**config.mk**
```make
export PLATFORM = sky130hd
export DESIGN_NAME = idli_ctl_m
export DESIGN_NICKNAME = d
export VERILOG_FILES = /design/src/rtl/idli_ctl_m.sv
export SDC_FILE = /design/constraint.sdc
export NUM_CORES = 1
export LEC_CHECK = 0
export CAP_MARGIN = 10
export CORE_AREA = 2 2 44 46
export CTS_CLUSTER_DIAMETER = 40
export DETAILED_ROUTE_END_ITERATION = 8
export DIE_AREA = 0 0 46 48
export PLACE_DENSITY = 0.8
export SKIP_LAST_GASP = 1
export SLEW_MARGIN = 20
export SYNTH_ARGS = -nofsm -noshare
export SYNTH_HDL_FRONTEND = slang
export SYNTH_SLANG_ARGS = --single-unit
```
**constraint.sdc**
```tcl
create_clock -name i_ctl_gck -period 2.6 [get_ports i_ctl_gck]
set_input_delay 0.52 -clock i_ctl_gck [delete_from_list [all_inputs] [get_ports i_ctl_gck]]
set_output_delay 0.52 -clock i_ctl_gck [all_outputs]
set_load 0.03 [all_outputs]
```
**src/rtl/idli_ctl_m.sv**
```systemverilog
// rtl/idli_ctl_m.sv - beat-sequenced core control FSM for the idli bit-serial core
// A 2-bit slice counter defines four-cycle beats; the FSM moves only at beat ends.
module idli_ctl_m #(
   parameter int unsigned TIMEOUT_BEATS = 16
) (
   input  logic       i_ctl_gck,
   input  logic       i_ctl_rst_n,
   input  logic       i_ctl_instr_vld,
   input  logic       i_ctl_redirect,
   input  logic       i_ctl_mem_rd,
   input  logic       i_ctl_mem_wr,
   input  logic       i_ctl_mem_done,
   output logic [1:0] o_ctl_ctr,
   output logic [2:0] o_ctl_state,
   output logic       o_ctl_ex_en,
   output logic       o_ctl_sqi_redirect,
   output logic       o_ctl_sqi_data_en,
   output logic       o_ctl_sqi_wr_en,
   output logic       o_ctl_err
);

   typedef enum logic [2:0] {
      ST_INIT    = 3'd0,
      ST_FLUSH   = 3'd1,
      ST_FETCH   = 3'd2,
      ST_EXEC    = 3'd3,
      ST_DATA_RD = 3'd4,
      ST_DATA_WR = 3'd5
   } state_t;

   localparam logic [8:0] TIMEOUT_LIM = 9'(TIMEOUT_BEATS);

   state_t     state_q, state_d;
   logic [1:0] ctr_q, ctr_d;
   logic [7:0] beat_q, beat_d;
   logic       err_q, err_d;
   logic       beat_end;

   assign beat_end = (ctr_q == 2'd3);

   always_ff @(posedge i_ctl_gck or negedge i_ctl_rst_n) begin
      if (!i_ctl_rst_n) begin
         state_q <= ST_INIT;
         ctr_q   <= 2'd0;
         beat_q  <= 8'd0;
         err_q   <= 1'b0;
      end else begin
         state_q <= state_d;
         ctr_q   <= ctr_d;
         beat_q  <= beat_d;
         err_q   <= err_d;
      end
   end

   // Inputs are only looked at on the last slice of a beat.
   always_comb begin
      state_d = state_q;
      beat_d  = beat_q;
      err_d   = err_q;
      ctr_d   = ctr_q + 2'd1;
      if (beat_end) begin
         case (state_q)
            ST_INIT: begin
               if (beat_q == 8'd1) begin
                  state_d = ST_FLUSH;
                  beat_d  = 8'd0;
               end else begin
                  beat_d = beat_q + 8'd1;
               end
            end
            ST_FLUSH: state_d = ST_FETCH;
            ST_FETCH: begin
               if (i_ctl_instr_vld) state_d = ST_EXEC;
            end
            ST_EXEC: begin
               beat_d = 8'd0;
               if (i_ctl_redirect)    state_d = ST_FLUSH;
               else if (i_ctl_mem_rd) state_d = ST_DATA_RD;
               else if (i_ctl_mem_wr) state_d = ST_DATA_WR;
               else                   state_d = ST_FETCH;
            end
            ST_DATA_RD, ST_DATA_WR: begin
               // Completion beats the timeout when both land on the same beat.
               if (i_ctl_mem_done) begin
                  state_d = ST_FETCH;
                  beat_d  = 8'd0;
               end else if (({1'b0, beat_q} + 9'd1) >= TIMEOUT_LIM) begin
                  state_d = ST_FLUSH;
                  beat_d  = 8'd0;
                  err_d   = 1'b1;
               end else begin
                  beat_d = beat_q + 8'd1;
               end
            end
            default: begin
               state_d = ST_FLUSH;
               beat_d  = 8'd0;
            end
         endcase
      end
   end

   assign o_ctl_ctr          = ctr_q;
   assign o_ctl_state        = state_q;
   assign o_ctl_err          = err_q;
   assign o_ctl_ex_en        = (state_q == ST_EXEC);
   assign o_ctl_sqi_redirect = (state_q == ST_FLUSH);
   assign o_ctl_sqi_data_en  = (state_q == ST_DATA_RD) || (state_q == ST_DATA_WR);
   assign o_ctl_sqi_wr_en    = (state_q == ST_DATA_WR);

endmodule

```
==> results.txt <==
- Counting flops and latches in the post-synthesis netlist gives 14.
* Final setup violation count: 0
- Top area cells in the synthesized netlist: sky130_fd_sc_hd__dfrtp_1 (39%), sky130_fd_sc_hd__o21ai_0 (6.2%), sky130_fd_sc_hd__ha_1 (4.2%), sky130_fd_sc_hd__nand2_1 (4.2%), sky130_fd_sc_hd__nor2_1 (4.2%)
- The number of nets in the synthesized netlist is 110.
- Die area: 2210 um^2
- The layout has 145 filler cells.
- Number of global-route vias before repair: 756
- The wire-length estimate of the detail-placed layout is 1390 um.
- Final global-route overflow total: 0
- Mean cell area of the mapped netlist: 8.92 um^2
* Count of routing violations after the opening detailed-route iteration: 17
- DRC violations left: 0
- The synthesized netlist occupies a cell area of 892 um^2.
- Timing analysis after detailed placement gives a worst setup slack of 0.560 ns.
- Clock tree synthesis selected as its root buffer the cell sky130_fd_sc_hd__clkbuf_4.
- Of the synthesized area, sequential elements account for 0.393.
- Worst Clk Skew: 0.00630 ns
* Outcome: finished clean
- In this run the vertical extent of the chip is 48 um.
- Total power density per cell area: 760 nW/um^2
* Count of maximum capacitance violations: 0
- The number of setup buffers added after CTS is 0.
- After floorplanning, the core was sized to cover 1690 um^2.
* TritonCTS clock tree: done
- H-tree lvl count: 1
* Final-report hold violation count: 0
* Slew at the pin closest to its max-slew limit: 0.618 ns
- After clock tree synthesis, the clock-pin slew on the worst setup and hold paths is 0.07 ns.
* Post-synth top area cell: sky130_fd_sc_hd__dfrtp_1
- Number of buffers created by CTS: 3
- Register cell area after layout: 350 um^2
- The worst setup path is captured at an output pin.
* Class of the tightest hold or removal check: reg2reg
- Summed over all cells, the static leakage comes to 0.436 nW.
* Diode insertion count for antenna repair: 0
- Headroom to the max-slew limit came out at 0.587.
- Min setup slack post-route: 0.253 ns
- Dividing the final minimum period by the clock period gives 0.903.
* Number of routed nets with antenna violations: 0
- Multi-input gate area: 485 um^2
- Post-cts repair resize count: 0
* Setup total negative slack: 0 ns
- The critical path is of the reg2out type.
* Data arrival time of the critical path: 1.83 ns
* Die outline width: 46 um
- Worst IR Drop VDD: 0.479 mV
- First-pass GRT wire length: 3140 um
- # port buffers: 16
* Top cells by instance count after synthesis: sky130_fd_sc_hd__dfrtp_1 (14), sky130_fd_sc_hd__o21ai_0 (11), sky130_fd_sc_hd__nand2_1 (10), sky130_fd_sc_hd__nor2_1 (10), sky130_fd_sc_hd__inv_1 (7)
- In this run the count of I/O pins placed on the die edge is 17.
- For this design, the CTS-stage hold fixing added 0 buffers.
- Post-synth top flop: sky130_fd_sc_hd__dfrtp_1
- Routability-driven placement finished with a final weighted congestion of 0.868.
* Cell with the most instances after synthesis: sky130_fd_sc_hd__dfrtp_1
- Wires add up to 1860 um.
- After technology mapping, the gate count stands at 100.
- Power, Total: 0.810 mW
* Count of clock tree sinks: 14
- Net count reported at finish: 128
* Final Critical Period: 2.35 ns
- Layout cells sized above 1: 0.0948
- Setup repair after global routing left no endpoint under its margin.
- Number of placement rows: 15
- Number of synthesized flops with an enable pin: 0
- At the worst endpoint, the required time is 2.08 ns.
- Number of antenna violations at the first check in global routing: 0
* Share of the synthesized area in the top cell type: 0.393
- The number of max-slew violations in the final report was 0.
* Count of distinct cell types in the synthesized netlist: 39
- The Yosys step of the flow raised 0 warnings.
- From synthesis to final layout, the design area changed by 19.5%.
- The initial utilization of the core area, before any placement, comes to 0.528.
- The longest clock path from root to sink contains 2 buffers.
- Across all layers, the routed design uses 791 vias.
* Ys async rst share: 1.00
- Clk_lat worst skew: 0.29 ns
- Startpoint types: flip-flop
* Number of optimization iterations in the first detailed-route pass: 4
- Detail-routed via count per cell: 5.95
- For this run, the total global-route usage over all layers was measured as 0.208.
- Derived from the worst setup path, the maximum achievable clock frequency is 426 MHz.
- Along the worst path, the maximum fanout reaches 11.
- Dividing the detail-routed wire length by the instance count gives 13.9 um.
- Entering global routing, the biggest net connects 15 pins.
[cell families (layout without fill, tap and decap cells)]
| family | Yosys count | after routing | synth area share |
|---|---|---|---|
| buffers and inverters | 10 | 26 | 0.0631 |
| and+or+nand+nor | 39 | 39 | 0.248 |
| xor gates and xnor gates | 2 | 2 | 0.0196 |
| AOI/OAI and AO/OA | 32 | 32 | 0.234 |
| adders and majority gates | 3 | 3 | 0.0421 |
| DFF | 14 | 14 | 0.393 |
[layout by cell type, fill, tap and decap left out, types with 2 or more instances in the layout]
master / netlist / final
sky130_fd_sc_hd__nand3_1: 4 / 4
sky130_fd_sc_hd__o41ai_1: 2 / 2
sky130_fd_sc_hd__a21oi_1: 5 / 5
sky130_fd_sc_hd__clkdlybuf4s50_1: 0 / 16
sky130_fd_sc_hd__o21ai_2: 2 / 2
sky130_fd_sc_hd__nand2b_1: 2 / 2
sky130_fd_sc_hd__nor2_1: 10 / 10
sky130_fd_sc_hd__dfrtp_1: 14 / 14
sky130_fd_sc_hd__ha_1: 3 / 3
sky130_fd_sc_hd__inv_1: 7 / 7
sky130_fd_sc_hd__clkbuf_4: 0 / 3
sky130_fd_sc_hd__nand2_1: 10 / 10
sky130_fd_sc_hd__o21ai_0: 11 / 11
sky130_fd_sc_hd__o311ai_1: 2 / 2
[layout make-up]
| cell class | count | share of cell area |
|---|---|---|
| multi-input cells | 76 | 0.455 |
| flip-flops and latches | 14 | 0.329 |
| repair buffers | 16 | 0.150 |
| inverters | 7 | 0.0246 |
| clock buffers | 3 | 0.0211 |
| well taps | 17 | 0.0200 |
[worst max-delay path, stage by stage, from the launching register on]
cell,delay (ns)
sky130_fd_sc_hd__dfrtp_1,0.53
sky130_fd_sc_hd__nor2b_2,0.23
sky130_fd_sc_hd__and2_1,0.13
sky130_fd_sc_hd__clkdlybuf4s50_1,0.66
[power by group]
part | switching [mW] | total [mW] | internal [mW]
logic | 0.203 | 0.353 | 0.150
registers | 0.0806 | 0.335 | 0.255
clock network | 0.0680 | 0.122 | 0.0539
[metal layers]
metal | part of all wire | vias up | global-route usage
met1 | 0.46 | 369 | 0.241
li1 | - | 395 | -
met3 | 0.046 | 5 | 0.0340
met2 | 0.47 | 22 | 0.356
met5 | 0 | - | 0
met4 | 0.030 | 0 | 0.137
[worst paths after layout]
| check | cells after the start | start | slack, ns | to |
|---|---|---|---|---|
| max in group asynchronous | 1 | i_ctl_rst_n | 1.58 | beat_q[0]$_DFFE_PN0P_ |
| min in group asynchronous | 1 | i_ctl_rst_n | 0.61 | beat_q[2]$_DFFE_PN0P_ |
| max reg2reg | 6 | beat_q[0]$_DFFE_PN0P_ | 0.68 | beat_q[3]$_DFFE_PN0P_ |
| min | 1 | o_ctl_ctr[0]$_DFF_PN0_ | 0.46 | o_ctl_ctr[0]$_DFF_PN0_ |
| max | 3 | o_ctl_state[2]$_DFFE_PN0P_ | 0.25 | o_ctl_sqi_wr_en |
| min reg2reg | 1 | o_ctl_ctr[0]$_DFF_PN0_ | 0.46 | o_ctl_ctr[0]$_DFF_PN0_ |
[stage by stage]
step	instances	cell area, um^2	hold slack [ns]	util
after global placement	130	1040	0.434	0.618
after CTS	133	1070	0.461	0.631
after global routing	133	1070	0.485	0.631
after detailed placement	130	1040	0.449	0.618
after floorplan	100	892	0.224	-
final	133	1070	0.456	0.631
[flip-flops by register name, indices dropped and copies added, names as in the netlist]
signal       count
beat_q           8
o_ctl_state      3
o_ctl_err        1
o_ctl_ctr        2
No activity file was read; power rests on OpenSTA's default activity.
